### src/rtl/pipe_skid_stage_pkg.sv
// Shared state encoding and constants for the pipe_skid_stage flow-controlled pipeline register.
package pipe_skid_stage_pkg;

  typedef enum logic [1:0] {
    PIPE_EMPTY = 2'b00,
    PIPE_BUSY  = 2'b01,
    PIPE_FULL  = 2'b10
  } pipe_state_t;

  localparam int unsigned STALL_CNT_W = 32;

  function automatic logic [1:0] state_occupancy(input pipe_state_t s);
    case (s)
      PIPE_BUSY: return 2'd1;
      PIPE_FULL: return 2'd2;
      default:   return 2'd0;
    endcase
  endfunction

endpackage

### src/rtl/pipe_skid_stage_stall_cnt.sv
// pipe_stall_cnt: saturating 32-bit event counter, cleared only by synchronous reset.
module pipe_stall_cnt
  import pipe_skid_stage_pkg::*;
(
  input  logic                   clk,
  input  logic                   rst,
  input  logic                   i_inc,
  output logic [STALL_CNT_W-1:0] o_cnt
);

  logic [STALL_CNT_W-1:0] r_cnt;

  always_ff @(posedge clk) begin
    if (rst) begin
      r_cnt <= '0;
    end else if (i_inc && (r_cnt != '1)) begin
      r_cnt <= r_cnt + STALL_CNT_W'(1);
    end
  end

  assign o_cnt = r_cnt;

endmodule

### src/rtl/pipe_skid_stage.sv
// Valid/ready pipeline stage with 2-entry skid buffer, synchronous flush and bubble insertion.
// Optional stall counter output enabled by macro PIPE_SKID_STALL_CNT_EN.
module pipe_skid_stage
  import pipe_skid_stage_pkg::*;
#(
  parameter int unsigned       DATA_W     = 64,
  parameter logic [DATA_W-1:0] BUBBLE_VAL = '0
) (
  input  logic              clk,
  input  logic              rst,
  input  logic              flush_i,
  input  logic              in_valid_i,
  output logic              in_ready_o,
  input  logic [DATA_W-1:0] in_data_i,
  output logic              out_valid_o,
  input  logic              out_ready_i,
  output logic [DATA_W-1:0] out_data_o,
  output logic [1:0]        occupancy_o
`ifdef PIPE_SKID_STALL_CNT_EN
  ,
  output logic [31:0]       stall_cnt_o
`endif
);

  pipe_state_t       r_state, w_state_nxt;
  logic [DATA_W-1:0] r_main, w_main_nxt;
  logic [DATA_W-1:0] r_skid, w_skid_nxt;
  logic              w_in_fire;
  logic              w_out_fire;

  // Handshake outputs decode only the state register, so ready never depends on out_ready_i.
  assign in_ready_o  = (r_state != PIPE_FULL);
  assign out_valid_o = (r_state != PIPE_EMPTY);
  assign out_data_o  = r_main;
  assign occupancy_o = state_occupancy(r_state);

  assign w_in_fire  = in_valid_i & in_ready_o;
  assign w_out_fire = out_valid_o & out_ready_i;

  always_comb begin
    w_state_nxt = r_state;
    w_main_nxt  = r_main;
    w_skid_nxt  = r_skid;
    if (flush_i) begin
      w_state_nxt = PIPE_EMPTY;
      w_main_nxt  = BUBBLE_VAL;
      w_skid_nxt  = BUBBLE_VAL;
    end else begin
      case (r_state)
        PIPE_EMPTY: begin
          if (w_in_fire) begin
            w_state_nxt = PIPE_BUSY;
            w_main_nxt  = in_data_i;
          end
        end
        PIPE_BUSY: begin
          if (w_in_fire && w_out_fire) begin
            w_main_nxt = in_data_i;
          end else if (w_in_fire) begin
            w_state_nxt = PIPE_FULL;
            w_skid_nxt  = in_data_i;
          end else if (w_out_fire) begin
            w_state_nxt = PIPE_EMPTY;
            w_main_nxt  = BUBBLE_VAL;
          end
        end
        PIPE_FULL: begin
          if (w_out_fire) begin
            w_state_nxt = PIPE_BUSY;
            w_main_nxt  = r_skid;
            w_skid_nxt  = BUBBLE_VAL;
          end
        end
        default: begin
          w_state_nxt = PIPE_EMPTY;
          w_main_nxt  = BUBBLE_VAL;
          w_skid_nxt  = BUBBLE_VAL;
        end
      endcase
    end
  end

  always_ff @(posedge clk) begin
    if (rst) begin
      r_state <= PIPE_EMPTY;
      r_main  <= BUBBLE_VAL;
      r_skid  <= BUBBLE_VAL;
    end else begin
      r_state <= w_state_nxt;
      r_main  <= w_main_nxt;
      r_skid  <= w_skid_nxt;
    end
  end

`ifdef PIPE_SKID_STALL_CNT_EN
  pipe_stall_cnt u_stall_cnt (
    .clk   (clk),
    .rst   (rst),
    .i_inc (out_valid_o & ~out_ready_i),
    .o_cnt (stall_cnt_o)
  );
`endif

endmodule

### config.mk
export PLATFORM = sky130hd
export DESIGN_NAME = pipe_skid_stage
export DESIGN_NICKNAME = d
export VERILOG_FILES = /design/src/rtl/pipe_skid_stage_pkg.sv /design/src/rtl/pipe_skid_stage_stall_cnt.sv /design/src/rtl/pipe_skid_stage.sv
export SDC_FILE = /design/constraint.sdc
export NUM_CORES = 1
export LEC_CHECK = 0
export BUFFER_PORTS_ARGS = -buffer_cell sky130_fd_sc_hd__buf_2
export CAP_MARGIN = 20
export CORE_MARGIN = 2
export CORE_UTILIZATION = 34
export CTS_CLUSTER_DIAMETER = 200
export DETAILED_ROUTE_END_ITERATION = 6
export GPL_TIMING_DRIVEN = 1
export PLACE_DENSITY = 0.65
export SYNTH_ARGS = -nofsm -noshare
export SYNTH_HDL_FRONTEND = slang
export SYNTH_SLANG_ARGS = --single-unit
### constraint.sdc
create_clock -name clk -period 2.01 [get_ports clk]
set_input_delay 0.201 -clock clk [delete_from_list [all_inputs] [get_ports clk]]
set_output_delay 0.201 -clock clk [all_outputs]
set_load 0.02 [all_outputs]
==> results of run 1 <==
[cells by family (layout without fill, tap and decap cells)]
family | count (synthesis) | after routing | share of synthesized area [%]
buf+inv | 72 | 187 | 5.71
other cells | 0 | 2 | 0
flops | 130 | 130 | 46.2
compound gates | 132 | 132 | 19.2
mux | 2 | 2 | 0.378
simple gates | 333 | 333 | 28.5
[power groups by stage]
stage | registers [mW] | clock network (mW) | logic [mW]
after floorplan | 2.77 | 0 | 0.243
after global placement | 2.73 | 0 | 0.520
after detailed placement | 2.72 | 0 | 0.522
after CTS | 2.67 | 2.97 | 0.524
after global routing | 2.68 | 3.08 | 0.559
final | 2.67 | 2.92 | 0.519
[Yosys cell counts (all sizes together)]
library cell,instances,area [sq um]
buf,34,179
nor4bb,1,10.0
mux2,1,11.3
inv,1,3.75
nand2,192,721
o22ai,1,20.0
or3,2,17.5
o32ai,1,8.76
clkbuf,37,139
a31oi,64,400
a21oi,2,10.0
nand3b,64,480
nor2b,4,25.0
nand2b,1,6.26
dfxtp,130,2600
mux2i,1,10.0
a221o,64,641
nor2,2,7.51
or2,2,12.5
nor3,64,320
nor3b,1,7.51
[metal layers]
metal	part of all wire (%)	global-route usage, %
met5	0	0
met4	1.9	8.30
met3	4.9	3.60
met2	47	29.8
met1	46	25.0
[through the flow]
step	instance area, sq um	worst slack, ps	hold WS, ps
after detailed placement	6510	247	443
after global placement	6510	291	439
after floorplan	5630	322	340
final	7070	125	23.7
after CTS	7070	89.5	5.91
after global routing	7070	23.9	14.5
[state kept, by name, summed over array words and instances, names as in the netlist]
name / count
r_state: 2
out_data_o: 64
r_skid: 64
[layout make-up]
cell class	count	area, sq um
Timing Repair Buffer	157	888
Multi-Input combinational cell	467	2740
Sequential cell	130	2600
Tap cell	220	275
Clock inverter	6	55.1
Clock buffer	23	498
Inverter	1	3.75
Fill cell	1606	9340
Antenna cell	2	5.00
[how the worst max path moves through the flow]
stage	startpoint	to	slack, ps	depth (start not counted)
2_1_floorplan	r_state[1]	out_data_o[25]	320	6
3_3_place_gp	r_state[0]	out_data_o[54]	290	4
3_5_place_dp	r_state[0]	out_data_o[17]	250	4
4_1_cts	r_state[1]	in_ready_o	90	4
5_1_grt	r_state[0]	in_ready_o	20	4
6_report	r_state[1]	in_ready_o	120	4
[critical path, stage by stage (launching register included)]
cell and delay (ps):
dfxtp_2 490, nor2b_1 270, inv_2 100, buf_4 220, buf_2 180
==> metrics.txt, run 1 <==
Final nets 843; total number of vias 5551; Layout Cells excl Fill 1006; port buffer count 136; Detailed Place HPWL 10.0 mm; leakage 2.51 nW; combinational fraction of design power 8.5%; status completed; CTS H-Tree Depth 4; placed cells 975; WL/cell 16.3 um; yosys warns 0; Final Power 6.11 mW; Clk pwr share 47.8%; drt total wl 16.4 mm; net load switching power 1.46 mW; # IOs 137; Setup Buffers After CTS 0; most common cell after layout, fill and taps aside nand2_1; crit share post-route 93.8%; core box area 16400 sq um; min-delay src in_data_i[6]; Fin. Hold Viols 0; CP required 1810 ps; Syn-to-layout area delta 25.5%; CTS tree done; R2R Path End out_data_o[7]; Synth Cell Area 5630 sq um; crit path DAT 1680 ps; Fin Clk Skew 5.40 ps; Die Area 17600 sq um; Mapped Cells 669; largest net degree at the start of global routing 102; total grt overflow 0; maximum vdd drop 0.559 mV; initial core utilization 34.3%; initial antenna violation count 2; R2R setup slack 230 ps; Row Count 47; Syn Nets 738; setup TNS 0 ps; Cell Pwr Density 864 nW/um^2; Hold Crit Depth 2; Net Sw Frac 23.9%; layout cells sized above 1 25.0%; Final setup violation count 0; maximum clock frequency 0.530 GHz; sequential fraction of design power 43.7%; RSZ-0062 raised after global routing false; Worst setup SP type flip-flop; vias in the first global route 5154; Distinct cells, synth 25; Max Cap Viol 0; Pre-antenna DRT Iters 5; Worst-path clk slew 60 ps; sequential element share of the synthesized area 46.2%; Worst R2R Start r_state[0]; fin. max-slew vios 0; Die H 133 um; Worst Path Class, Setup reg2out; crit end category primary output; Die Span X 133 um; syn_area_per_cell 8.42 sq um; final core occ 43.1%; min Tclk post-route 1890 ps; antenna-violating nets left 0; first-pass GRT wire length 26.7 mm; Worst R2R Path Depth 4; 1st-iter DRT viols 483; #FFs+latches synth 130; routability cong. 0.777; CTS Sinks 130; CTS Buf Count 17; DRC Markers 0; clk_lat worst skew 420 ps; clock buffer depth 2; slew of the pin with the lowest slew margin 471 ps; most frequent cells in the layout nand2_1, buf_2, dfxtp_1; hold buffers post-CTS 0; internal power 4.65 mW; Hold Crit Endpoint out_data_o[6]; CP Max Fanout 18; CTS root buf clkbuf_16; post-CTS sizing 0; max_slew headroom 68.6%; gr usage total 18.8%; vias per inst 5.52; Min-Delay Path Class in2reg
Power figures use the tool's default switching activity.
==> run 2: changes to the inputs <==
--- a/config.mk
+++ b/config.mk
@@ -9,6 +9,7 @@
 export CAP_MARGIN = 20
 export CORE_MARGIN = 2
 export CORE_UTILIZATION = 34
+export CTS_BUF_LIST = sky130_fd_sc_hd__clkbuf_8
 export CTS_CLUSTER_DIAMETER = 200
 export DETAILED_ROUTE_END_ITERATION = 6
 export GPL_TIMING_DRIVEN = 1
==> constraint.sdc (replaced) <==
create_clock -name clk -period 1.97 [get_ports clk]
set_input_delay 0.197 -clock clk [delete_from_list [all_inputs] [get_ports clk]]
set_output_delay 0.197 -clock clk [all_outputs]
set_load 0.02 [all_outputs]
==> run 2 against run 1 <==
Effect of this change:
- worst hold slack worse by 1.1 ps
- sequential power up 2%
- critical path type unchanged
- clock skew up 0.82 ps
- largest cell class unchanged
- highest routed layer unchanged
- critical endpoint is now out_valid_o
- combinational power up 20%
==> metrics.txt, run 2 (synthesis results as in run 1) <==
Cell Pwr Density 809 nW/um^2; Worst-path clk slew 80 ps; Die H 133 um; gr usage total 19.8%; total number of vias 5691; Final Power 6.19 mW; min setup slack post-route 141 ps; crit share post-route 92.9%; initial antenna violation count 2; CP required 1770 ps; crit path from r_state[1]; Worst setup SP type flip-flop; Crit-path slowest cell dfxtp_4; maximum clock frequency 0.547 GHz; # IOs 137; internal power 4.69 mW; most frequent cells in the layout nand2_1, buf_2, dfxtp_1; Max Cap Viol 0; Fin Clk Skew 6.23 ps; WL/cell 16.0 um; Clk pwr share 46.0%; Syn-to-layout area delta 35.9%; Row Count 47; CTS Buf Count 17; CP Cell Sequence buf_4, or2_2, buf_2; slew of the pin with the lowest slew margin 483 ps; first-pass GRT wire length 27.9 mm; Die Span X 133 um; Detailed Place HPWL 10.2 mm; Fin. Hold Viols 0; kind of cell adding the most delay to the critical path buffers and inverters; RSZ-0062 raised after global routing false; Met1 Wirelength 7.81 mm; Worst R2R Path Depth 4; layout cells sized above 1 24.2%; most common cell after layout, fill and taps aside nand2_1; Worst Path Buf+Inv 2; Pre-antenna DRT Iters 5; Final nets 909; initial core utilization 34.3%; min-delay src in_data_i[43]; leakage 2.75 nW; 1st-iter DRT viols 488; Min-Delay Path Class in2reg; CTS root buf clkbuf_8; setup TNS 0 ps; clk_lat worst skew 450 ps; fin. max-slew vios 0; Worst path max stage delay 460 ps; maximum vdd drop 0.396 mV; met2 wire len 8.02 mm; CTS Sinks 130; combinational fraction of design power 10.1%; Levels on crit path 3; min Tclk post-route 1830 ps; DR top layer met4; met3 wire length 949 um; Final setup violation count 0; Worst R2R Start r_state[1]; CP Max Fanout 39; vias per inst 5.29; net load switching power 1.50 mW; DRC Markers 0; worst setup path end out_valid_o; placed cells 979; R2R setup slack 310 ps; core box area 16400 sq um; status completed; antenna-violating nets left 0; port buffer count 136; crit path DAT 1630 ps; sequential fraction of design power 44.0%; total grt overflow 0; Die Area 17600 sq um; max_slew headroom 67.8%; routability cong. 0.765; R2R Path End out_data_o[2]; Layout Cells excl Fill 1075; drt total wl 17.2 mm; clock buffer depth 2; Worst Path Class, Setup reg2out; Net Sw Frac 24.3%; CTS tree done; post-place setup slack 239 ps; largest net degree at the start of global routing 47; crit end category primary output; vias in the first global route 5450; CTS H-Tree Depth 4
run 2: changes by cell type in the layout (fill, tap and decap cells not counted), sizes merged:
cell	change
buf	+4
bufinv	+5
clkbuf	-3
clkinvlp	+1
dlygate4sd3	+62
run 2: routing by layer:
metal	vias up	track usage (%)
met5	-	0
met4	0	8.48
met3	31	4.71
met2	204	31.8
met1	2672	25.4
li1	2784	-
run 2: worst register-to-register path, delay by kind of cell (launching register included):
| family | cells | cell delay [ps] |
|---|---|---|
| compound gates | 2 | 390 |
| flops | 1 | 410 |
| buf+inv | 1 | 350 |
| simple gates | 1 | 450 |
run 2: final cells by class:
class	instances	area, sq um
clock buffers	20	275
well taps	220	275
multi-input cells	467	2740
diodes	2	5.00
inverters	1	3.75
fillers	1596	8750
flip-flops and latches	130	2610
clock inverters	12	228
repair buffers	223	1520
run 2: worst min-delay path by stage:
stage,end,slack (ps),cells past startpoint
6_report,r_skid[43],20,3
5_1_grt,out_data_o[43],10,2
4_1_cts,out_data_o[43],0.4,2
3_5_place_dp,out_data_o[30],440,2
3_3_place_gp,out_data_o[7],440,2
2_1_floorplan,out_data_o[0],340,1
run 2: repair_timing:
| item | in CTS | in global routing |
|---|---|---|
| pin swaps | 0 | 0 |
| resized for setup | 2 | 2 |
| hold endpoints to repair | 93 | 0 |
| hold buffers | 62 | 0 |
| setup endpoints to repair | 2 | 1 |
| buffers inserted | 0 | 0 |
run 2: power by group through the flow:
| stage | clock [mW] | combinational [mW] | sequential (mW) |
|---|---|---|---|
| global route | 3.01 | 0.672 | 2.73 |
| CTS | 2.90 | 0.621 | 2.72 |
| finish | 2.85 | 0.624 | 2.72 |
| detailed placement | 0 | 0.526 | 2.78 |
| floorplan | 0 | 0.247 | 2.83 |
| global placement | 0 | 0.525 | 2.78 |
run 2: metrics by stage:
step                      area (sq um)  hold slack [ps]  utilization (%)
final                             7660             22.6             46.7
after global routing              7660             9.66             46.7
after CTS                         7640            0.401             46.6
after detailed placement          6520              441             39.7
after global placement            6520              437             39.7
after floorplan                   5630              336                -
==> run 3: changes to the inputs <==
==> constraint.sdc (replaced) <==
create_clock -name clk -period 1.97 [get_ports clk]
set_input_delay 0.197 -clock clk [delete_from_list [all_inputs] [get_ports clk]]
set_output_delay 0.197 -clock clk [all_outputs]
set_load 0.005 [all_outputs]
==> run 3 against run 2 <==
Effect of this change:
- first-iteration DRC count fell by 21%
- critical path depth grew 1
- via count shrank 1.1%
- combinational power down 8.0%
- critical path type unchanged
- largest cell class unchanged
- highest routed layer unchanged
==> metrics.txt, run 3 (synthesis results as in run 1) <==
Final nets 904; Worst Path Class, Setup reg2out; CTS root buf clkbuf_8; # IOs 137; CP required 1770 ps; CTS H-Tree Depth 4; vias in the first global route 5304; slew of the pin with the lowest slew margin 577 ps; Worst setup SP type flip-flop; Final Cell Area 7580 sq um; maximum clock frequency 0.545 GHz; largest net degree at the start of global routing 130; Hold Crit Endpoint r_skid[16]; Worst-path clk slew 80 ps; 1st-iter DRT viols 385; routability cong. 0.771; Net Sw Frac 25.2%; Die H 133 um; DRC Markers 0; leakage 2.70 nW; initial antenna violation count 1; drt total wl 16.5 mm; Cell Pwr Density 746 nW/um^2; initial core utilization 34.3%; most frequent cells in the layout nand2_1, buf_2, dfxtp_1; first-pass GRT wire length 27.2 mm; Syn-to-layout area delta 34.6%; net load switching power 1.43 mW; Fin. Hold Viols 0; gr usage total 19.2%; WL/cell 15.5 um; max_slew headroom 61.5%; Min-Delay Path Class in2reg; combinational fraction of design power 10.1%; setup TNS 0 ps; Clk pwr share 41.8%; placed cells 973; Area after DPL 6540 sq um; crit end category primary output; Worst R2R Path Depth 4; R2R Path End out_data_o[16]; internal power 4.23 mW; Final setup violation count 0; antenna-violating nets left 0; Max Cap Viol 0; Fin Clk Skew 13.0 ps; Pre-antenna DRT Iters 5; min-delay src in_data_i[16]; total grt overflow 0; Layout Cells excl Fill 1069; Row Count 47; maximum vdd drop 0.386 mV; port buffer count 136; Die Span X 133 um; most common cell after layout, fill and taps aside nand2_1; sequential fraction of design power 48.1%; crit path DAT 1640 ps; CTS Buf Count 17; min Tclk post-route 1830 ps; Worst R2R Start r_state[1]; total number of vias 5628; vias per inst 5.26; clk_lat worst skew 450 ps; Detailed Place HPWL 9.84 mm; layout cells sized above 1 23.5%; post-place setup slack 290 ps; FILL cells 1563; RSZ-0062 raised after global routing false; clock buffer depth 2; crit share post-route 93.1%; fin. max-slew vios 0; Die Area 17600 sq um; status completed; Hold Crit Depth 3; CP Max Fanout 41; R2R setup slack 360 ps; CTS Sinks 130; CTS tree done; core box area 16400 sq um; min setup slack post-route 136 ps
-- run 3: critical path, stage by stage, from the launching register on --
cell     delay (ps)
dfxtp_4         460
nor2b_1         260
inv_2           120
buf_12          200
buf_2           150
-- run 3: metrics by stage --
stage / power, mW / utilization (%) / hold slack (ps)
final: 5.66 / 46.2 / 34.3
after global routing: 5.89 / 46.2 / 16.0
after CTS: 5.74 / 46.2 / 0.238
after detailed placement: 3.26 / 39.8 / 443
after global placement: 3.26 / 39.8 / 438
after floorplan: 3.02 / - / 336
-- run 3: power groups by stage --
stage / logic [mW] / registers, mW / clock network, mW
after floorplan: 0.243 / 2.78 / 0
after global placement: 0.477 / 2.78 / 0
after detailed placement: 0.479 / 2.78 / 0
after CTS: 0.576 / 2.72 / 2.44
after global routing: 0.626 / 2.73 / 2.53
final: 0.574 / 2.72 / 2.36
-- run 3: worst max path at each step --
stage                    start  slack, ps  cells after the start        endpoint
floorplan           r_state[0]        520                      5   out_data_o[0]
global placement    r_state[1]        350                      4  out_data_o[59]
detailed placement  r_state[0]        290                      4  out_data_o[16]
global route        r_state[1]         30                      4      in_ready_o
CTS                 r_state[1]        0.5                      4      in_ready_o
finish              r_state[1]        140                      4      in_ready_o
-- run 3: area by class of cell --
type	instances	area, sq um	area share [%]
well taps	220	275	3.63
inverters	1	3.75	0.0495
diodes	1	2.50	0.0330
clock buffers	18	248	3.27
flip-flops and latches	130	2610	34.4
clock inverters	14	163	2.15
repair buffers	218	1540	20.3
multi-input cells	467	2740	36.2
-- run 3: per-layer routing --
| layer | GRT usage, % | vias up | share of wire [%] | routed length (um) |
|---|---|---|---|---|
| met2 | 31.4 | 189 | 47 | 7830 |
| met3 | 3.91 | 19 | 5.4 | 894 |
| met5 | 0 | - | 0 | 0 |
| li1 | - | 2764 | - | - |
| met1 | 24.6 | 2656 | 45 | 7490 |
| met4 | 8.00 | 0 | 1.9 | 306 |
-- run 3: repair_timing --
action / in CTS / in global routing
endpoints found under the hold margin: 109 / 0
hold buffers: 63 / 0
gates resized for setup: 0 / 2
endpoints found under the setup margin: 0 / 2
setup buffers: 0 / 0
